[config.mk]
export PLATFORM = sky130hd
export DESIGN_NAME = master_port
export DESIGN_NICKNAME = d
export VERILOG_FILES = /design/src/rtl/bus_pkg.sv /design/src/rtl/serial_rx_shifter.sv /design/src/rtl/master_port.sv
export SDC_FILE = /design/constraint.sdc
export NUM_CORES = 1
export LEC_CHECK = 0
export BUFFER_PORTS_ARGS = -buffer_cell sky130_fd_sc_hd__buf_2
export CORE_MARGIN = 4
export CORE_UTILIZATION = 35
export DETAILED_ROUTE_END_ITERATION = 16
export PLACE_DENSITY_LB_ADDON = 0.05
export SYNTH_ARGS = -nofsm -noshare
export SYNTH_HDL_FRONTEND = slang
export SYNTH_SLANG_ARGS = --single-unit
[constraint.sdc]
create_clock -name clk -period 1.9 [get_ports clk]
set_input_delay 0.19 -clock clk [delete_from_list [all_inputs] [get_ports clk]]
set_output_delay 0.19 -clock clk [all_outputs]
set_load 0.01 [all_outputs]
[src/rtl/bus_pkg.sv]
// bus_pkg: shared serial system bus definitions (state encoding, mode values, default widths) for master and slave ports.
package bus_pkg;
    typedef enum logic [2:0] {IDLE, WAIT_RDY, ADDR, WDATA, RWAIT, DONE} state_e;
    localparam logic MODE_READ      = 1'b0;
    localparam logic MODE_WRITE     = 1'b1;
    localparam int   BUS_ADDR_WIDTH = 12;
    localparam int   BUS_DATA_WIDTH = 8;
endpackage

[src/rtl/serial_rx_shifter.sv]
// serial_rx_shifter: LSB-first deserializer of DATA_WIDTH bits with bit enable, clear and done flag.
//   clk, rstn : clock, synchronous active-low reset
//   clr_i     : restart (index and word cleared), has priority over en_i
//   en_i      : bit_i is valid this cycle and is stored at the current index
//   data_o    : assembled word including the bit accepted this cycle
//   done_o    : the bit accepted this cycle completes the word
module serial_rx_shifter #(
    parameter int DATA_WIDTH = 8
) (
    input  logic                  clk,
    input  logic                  rstn,
    input  logic                  clr_i,
    input  logic                  en_i,
    input  logic                  bit_i,
    output logic [DATA_WIDTH-1:0] data_o,
    output logic                  done_o
);
    localparam int IW = $clog2(DATA_WIDTH) + 1;
    logic [IW-1:0]         idx_q, idx_d;
    logic [DATA_WIDTH-1:0] data_q, data_d;
    always_comb begin
        idx_d  = en_i ? idx_q + IW'(1) : idx_q;
        data_d = en_i ? (data_q & ~(DATA_WIDTH'(1) << idx_q)) | (DATA_WIDTH'(bit_i) << idx_q) : data_q;
    end
    always_ff @(posedge clk) begin
        if (!rstn || clr_i) begin
            idx_q  <= '0;
            data_q <= '0;
        end else begin
            idx_q  <= idx_d;
            data_q <= data_d;
        end
    end
    assign data_o = data_d;
    assign done_o = en_i && (idx_q == IW'(DATA_WIDTH - 1));
endmodule

[src/rtl/master_port.sv]
// master_port: initiator of the serial system bus; serializes one local read/write request at a time.
//   clk, rstn            : clock, synchronous active-low reset
//   dreq_i/dmode_i       : request strobe (taken only while dready_o) and mode (0 read, 1 write)
//   daddr_i/dwdata_i     : request address and write data
//   dready_o             : idle, request can be accepted
//   dvalid_o/derr_o      : one-cycle completion pulse, error flag on timeout
//   drdata_o             : last successfully read word, held until the next successful read
//   mwdata_o/mvalid_o    : serial address/write data bit and its valid
//   mmode_o              : mode of the transaction in flight, 0 when idle
//   srdata_i/svalid_i    : serial read data bit from the slave and its valid
//   sready_i             : slave ready to start a transaction
module master_port
    import bus_pkg::*;
#(
    parameter int ADDR_WIDTH = BUS_ADDR_WIDTH,
    parameter int DATA_WIDTH = BUS_DATA_WIDTH,
    parameter int TIMEOUT    = 255
) (
    input  logic                  clk,
    input  logic                  rstn,
    input  logic                  dreq_i,
    input  logic                  dmode_i,
    input  logic [ADDR_WIDTH-1:0] daddr_i,
    input  logic [DATA_WIDTH-1:0] dwdata_i,
    output logic                  dready_o,
    output logic                  dvalid_o,
    output logic [DATA_WIDTH-1:0] drdata_o,
    output logic                  derr_o,
    output logic                  mwdata_o,
    output logic                  mmode_o,
    output logic                  mvalid_o,
    input  logic                  srdata_i,
    input  logic                  svalid_i,
    input  logic                  sready_i
);
    localparam int BW = $clog2((ADDR_WIDTH > DATA_WIDTH) ? ADDR_WIDTH : DATA_WIDTH) + 1;
    localparam int TW = (TIMEOUT > 0) ? $clog2(TIMEOUT + 1) : 1;
    state_e                state_q, state_d;
    logic                  mode_q, mode_d;
    logic                  err_q, err_d;
    logic [ADDR_WIDTH-1:0] addr_q, addr_d;
    logic [DATA_WIDTH-1:0] wdata_q, wdata_d;
    logic [DATA_WIDTH-1:0] rdata_q, rdata_d;
    logic [BW-1:0]         cnt_q, cnt_d;
    logic [TW-1:0]         tmo_q, tmo_d, tmo_inc;
    logic                  rx_en, rx_clr, rx_done;
    logic [DATA_WIDTH-1:0] rx_word;
    // Stray svalid outside RWAIT never reaches the shifter; leaving RWAIT clears it.
    assign rx_en    = (state_q == RWAIT) && svalid_i;
    assign rx_clr   = state_q != RWAIT;
    assign tmo_inc  = (&tmo_q) ? tmo_q : tmo_q + TW'(1);
    assign drdata_o = rdata_q;
    serial_rx_shifter #(.DATA_WIDTH(DATA_WIDTH)) u_rx (
        .clk    (clk),
        .rstn   (rstn),
        .clr_i  (rx_clr),
        .en_i   (rx_en),
        .bit_i  (srdata_i),
        .data_o (rx_word),
        .done_o (rx_done)
    );
    always_ff @(posedge clk) begin
        if (!rstn) begin
            state_q <= IDLE;
            mode_q  <= MODE_READ;
            err_q   <= 1'b0;
            addr_q  <= '0;
            wdata_q <= '0;
            rdata_q <= '0;
            cnt_q   <= '0;
            tmo_q   <= '0;
        end else begin
            state_q <= state_d;
            mode_q  <= mode_d;
            err_q   <= err_d;
            addr_q  <= addr_d;
            wdata_q <= wdata_d;
            rdata_q <= rdata_d;
            cnt_q   <= cnt_d;
            tmo_q   <= tmo_d;
        end
    end
    // The bit and timeout counters fall back to zero in every state that does not advance them,
    // so each state is entered with fresh counts.
    always_comb begin
        state_d  = state_q;
        mode_d   = mode_q;
        err_d    = err_q;
        addr_d   = addr_q;
        wdata_d  = wdata_q;
        rdata_d  = rdata_q;
        cnt_d    = '0;
        tmo_d    = '0;
        dready_o = 1'b0;
        dvalid_o = 1'b0;
        derr_o   = 1'b0;
        mwdata_o = 1'b0;
        mvalid_o = 1'b0;
        mmode_o  = (state_q != IDLE) && mode_q;
        case (state_q)
            IDLE: begin
                dready_o = 1'b1;
                if (dreq_i) begin
                    mode_d  = dmode_i;
                    addr_d  = daddr_i;
                    wdata_d = dwdata_i;
                    err_d   = 1'b0;
                    state_d = WAIT_RDY;
                end
            end
            WAIT_RDY: begin
                if (sready_i) state_d = ADDR;
                else if (tmo_q == TW'(TIMEOUT - 1)) begin
                    err_d   = 1'b1;
                    state_d = DONE;
                end else tmo_d = tmo_inc;
            end
            ADDR: begin
                mvalid_o = 1'b1;
                mwdata_o = |(addr_q & (ADDR_WIDTH'(1) << cnt_q));
                cnt_d    = cnt_q + BW'(1);
                if (cnt_q == BW'(ADDR_WIDTH - 1)) begin
                    cnt_d   = '0;
                    state_d = (mode_q == MODE_WRITE) ? WDATA : RWAIT;
                end
            end
            WDATA: begin
                mvalid_o = 1'b1;
                mwdata_o = |(wdata_q & (DATA_WIDTH'(1) << cnt_q));
                cnt_d    = cnt_q + BW'(1);
                if (cnt_q == BW'(DATA_WIDTH - 1)) state_d = DONE;
            end
            RWAIT: begin
                // drdata is loaded on the final bit so it is valid together with dvalid.
                if (rx_done) begin
                    rdata_d = rx_word;
                    state_d = DONE;
                end else if (!svalid_i) begin
                    if (tmo_q == TW'(TIMEOUT - 1)) begin
                        err_d   = 1'b1;
                        state_d = DONE;
                    end else tmo_d = tmo_inc;
                end
            end
            DONE: begin
                dvalid_o = 1'b1;
                derr_o   = err_q;
                state_d  = IDLE;
            end
            default: state_d = IDLE;
        endcase
    end
endmodule

==> results.ini <==
[run_status]
status = finished with violations
violations = negative setup slack

[setup_path]
critPathRequiredTime_ns = 1.71
worstPathMaxFanout = 7
timing.rr.start = cnt_q[2]
worstPathArrival_ns = 1.84
startpoint = cnt_q[0]
crit_type = register to output port
end_kind = output port
worst_setup_path_start_kind = register

[floorplanning]
die_w_um = 100
dieArea_mm2 = 0.0100
initial_utilization_pct = 36.0
core_mm2 = 0.00822
io_pins = 41
fp.dieH_um = 100
rows = 33

[sta]
max_slew_margin_pct = 73.9
fmax_mhz = 492
final.setup.tns_ns = -0.132
timing_max_transition_violations_final = 0
post-route-period-util_pct = 107
setup_viol = 1
fin_crit_ns = 2.03
finalHoldViolations = 0
worst_slack_ns = -0.132
fin_skew_ns = 0.00487
worst_pin_slew_ns = 0.389
rsz0062_at_grt = true

[yosys]
synth-seq-area-share_pct = 39.2
synth_area_mm2 = 0.00296
synth_area_leader_cell = dfxtp_1
synth.avg_cell_area_um2 = 8.74
yosys_warnings = 0
yosysUniqueCellTypes = 58
ys_top_cells_by_area = dfxtp_1 39%, nand2_1 7.1%, ha_1 5.9%
ys_seq_elements = 58
synth_commonest_cells = 58 x dfxtp_1, 56 x nand2_1, 23 x a21boi_0, 21 x nor2_1, 20 x a21oi_1
synth_nets = 380
synthFlopType = dfxtp_1
synth_top_area_share_pct = 39.2
synth_edf_count = 0
async_flop_share_pct = 0
netlist_instances = 339
synth_most_common_cell = dfxtp_1

[place]
port_buffers = 40
place_congestion = 0.764
post-place-ws_ns = -0.000702
dp_hpwl_um = 4980

[cells_and_area]
nets = 428
area_growth_pct = 22.6
num_antenna_cells = 0
fillerInstances = 866
drive_gt1_share_pct = 26.3

[clocking]
clkSinkCount = 58
clock-root-buffer = clkbuf_8
postCtsHoldBufs = 0
cts_buffer_depth = 2
clock_latency_ns = 0.33
h-tree-depth = 3
path_clk_slew_ns = 0.07
cts_buffers = 9
cts_tree = yes

[detailed_routing]
dr.pass1.iters = 6
wire_per_inst_um = 13.9
vias = 2455
drc = 0
antenna_left = 0
wirelength_um = 6920
drt_iter0_drc = 63
viasPerCell = 4.94

[global_route]
grt_usage_pct = 15.0
grt_overflow_total = 0
antenna_found_initial = 0
grt_max_degree = 23
grt_pass1_wl_um = 12000
grt_pass1_vias = 2490

[flow_run]
max_cap_viol_count = 0

[pwr]
power.density_mw_per_mm2 = 937
p_leak_nw = 1.36
ir_drop_v = 0.000453

[hold_path]
hp-start = dwdata_i[0]
min_path_type = input pin to register

## cell type report
class / instances / area, um^2 / area share [%]
multi-input cells: 248 / 1700 / 46.8
flip-flops and latches: 58 / 1170 / 32.2
repair buffers: 56 / 339 / 9.34
clock buffers: 12 / 165 / 4.55
well taps: 105 / 131 / 3.62
clock inverters: 4 / 72.6 / 2.00
inverters: 14 / 52.6 / 1.45
## placed cells by master, fill, tap and decap left out, types with 3 or more instances in the layout
master    netlist  final
nand2_1        56     56
ha_4            0      4
buf_4           4     15
nor3_2          3      3
nand2b_1       10     10
nand3b_1        4      4
inv_1          14     13
clkbuf_8        0     12
dfxtp_1        58     54
nor2_1         21     21
o21ai_0        10     10
xnor2_1         3      3
a21bo_2         3      3
and3_1          5      5
a21boi_0       23     23
a21oi_1        20     20
nor3b_1         3      3
a31oi_1         7      7
buf_2           7     39
nand3_1         7      7
xor2_1          4      4
nand4_1         4      4
and2_1          4      4
nor2b_1         3      3
ha_1           14      9
## power by group
group | leakage, nW | switching, W | internal, W | total (W)
sequential | 0.473 | 0.000104 | 0.00131 | 0.00141
combinational | 0.771 | 0.000339 | 0.000296 | 0.000636
clock | 0.119 | 0.000510 | 0.000844 | 0.00135
total | 1.36 | 0.000953 | 0.00245 | 0.00340
## routing by layer
layer | routed length (um) | track usage [%] | up-vias
li1 | - | - | 1282
met1 | 3600 | 21.1 | 1124
met2 | 2920 | 21.7 | 40
met3 | 288 | 3.82 | 9
met4 | 112 | 6.22 | 0
met5 | 0 | 0 | -
## through the flow
| step | utilization [%] | std cells | power [W] | instance area (um^2) | hold slack (ns) |
|---|---|---|---|---|---|
| 6_report | 44.2 | 497 | 0.00340 | 3630 | 0.0962 |
| 5_1_grt | 44.2 | 497 | 0.00360 | 3630 | 0.0871 |
| 3_5_place_dp | 40.3 | 479 | 0.00207 | 3310 | 0.431 |
| 4_1_cts | 44.2 | 497 | 0.00345 | 3630 | 0.0759 |
| 3_3_place_gp | 40.3 | 479 | 0.00207 | 3310 | 0.427 |
| 2_1_floorplan | - | 339 | 0.00184 | 2960 | 0.325 |
## repair_timing
| item | in CTS | in global routing |
|---|---|---|
| buffers inserted | 2 | 0 |
| pin swaps | 6 | 0 |
| resized for setup | 19 | 1 |
| endpoints found under the setup margin | 1 | 2 |
## final timing paths
check / endpoint / slack [ns] / cells past startpoint
worst max-delay path: mwdata_o / -0.13 / 6
worst max register to register: state_q[1] / 0.32 / 5
worst min register to register: err_q / 0.44 / 2
worst min-delay path: wdata_q[0] / 0.1 / 3
## registers in the layout (all words and copies together) (netlist names)
name and cells:
addr_q 12, u_rx.data_q 8, mode_q 1, err_q 1, cnt_q 5, state_q 3, wdata_q 8, tmo_q 8
drdata_o 8, u_rx.idx_q 4
## cell families after synthesis
kind of cell / Yosys count / synth area share (%)
AND/OR/NAND/NOR: 138 / 24.9
AO/OA/AOI/OAI: 85 / 20.4
multiplexers: 4 / 2.45
XOR/XNOR: 7 / 2.07
flip-flops: 58 / 39.2
buffers and inverters: 33 / 5.11
adder cells (fa/ha/maj): 14 / 5.91
## critical path: stages, from the launching register on
cell      delay, ns
dfxtp_4        0.41
inv_2          0.07
ha_2           0.20
a222oi_1       0.27
o221ai_1       0.16
a31o_2         0.27
buf_6          0.12
Power figures use the tool's default switching activity.
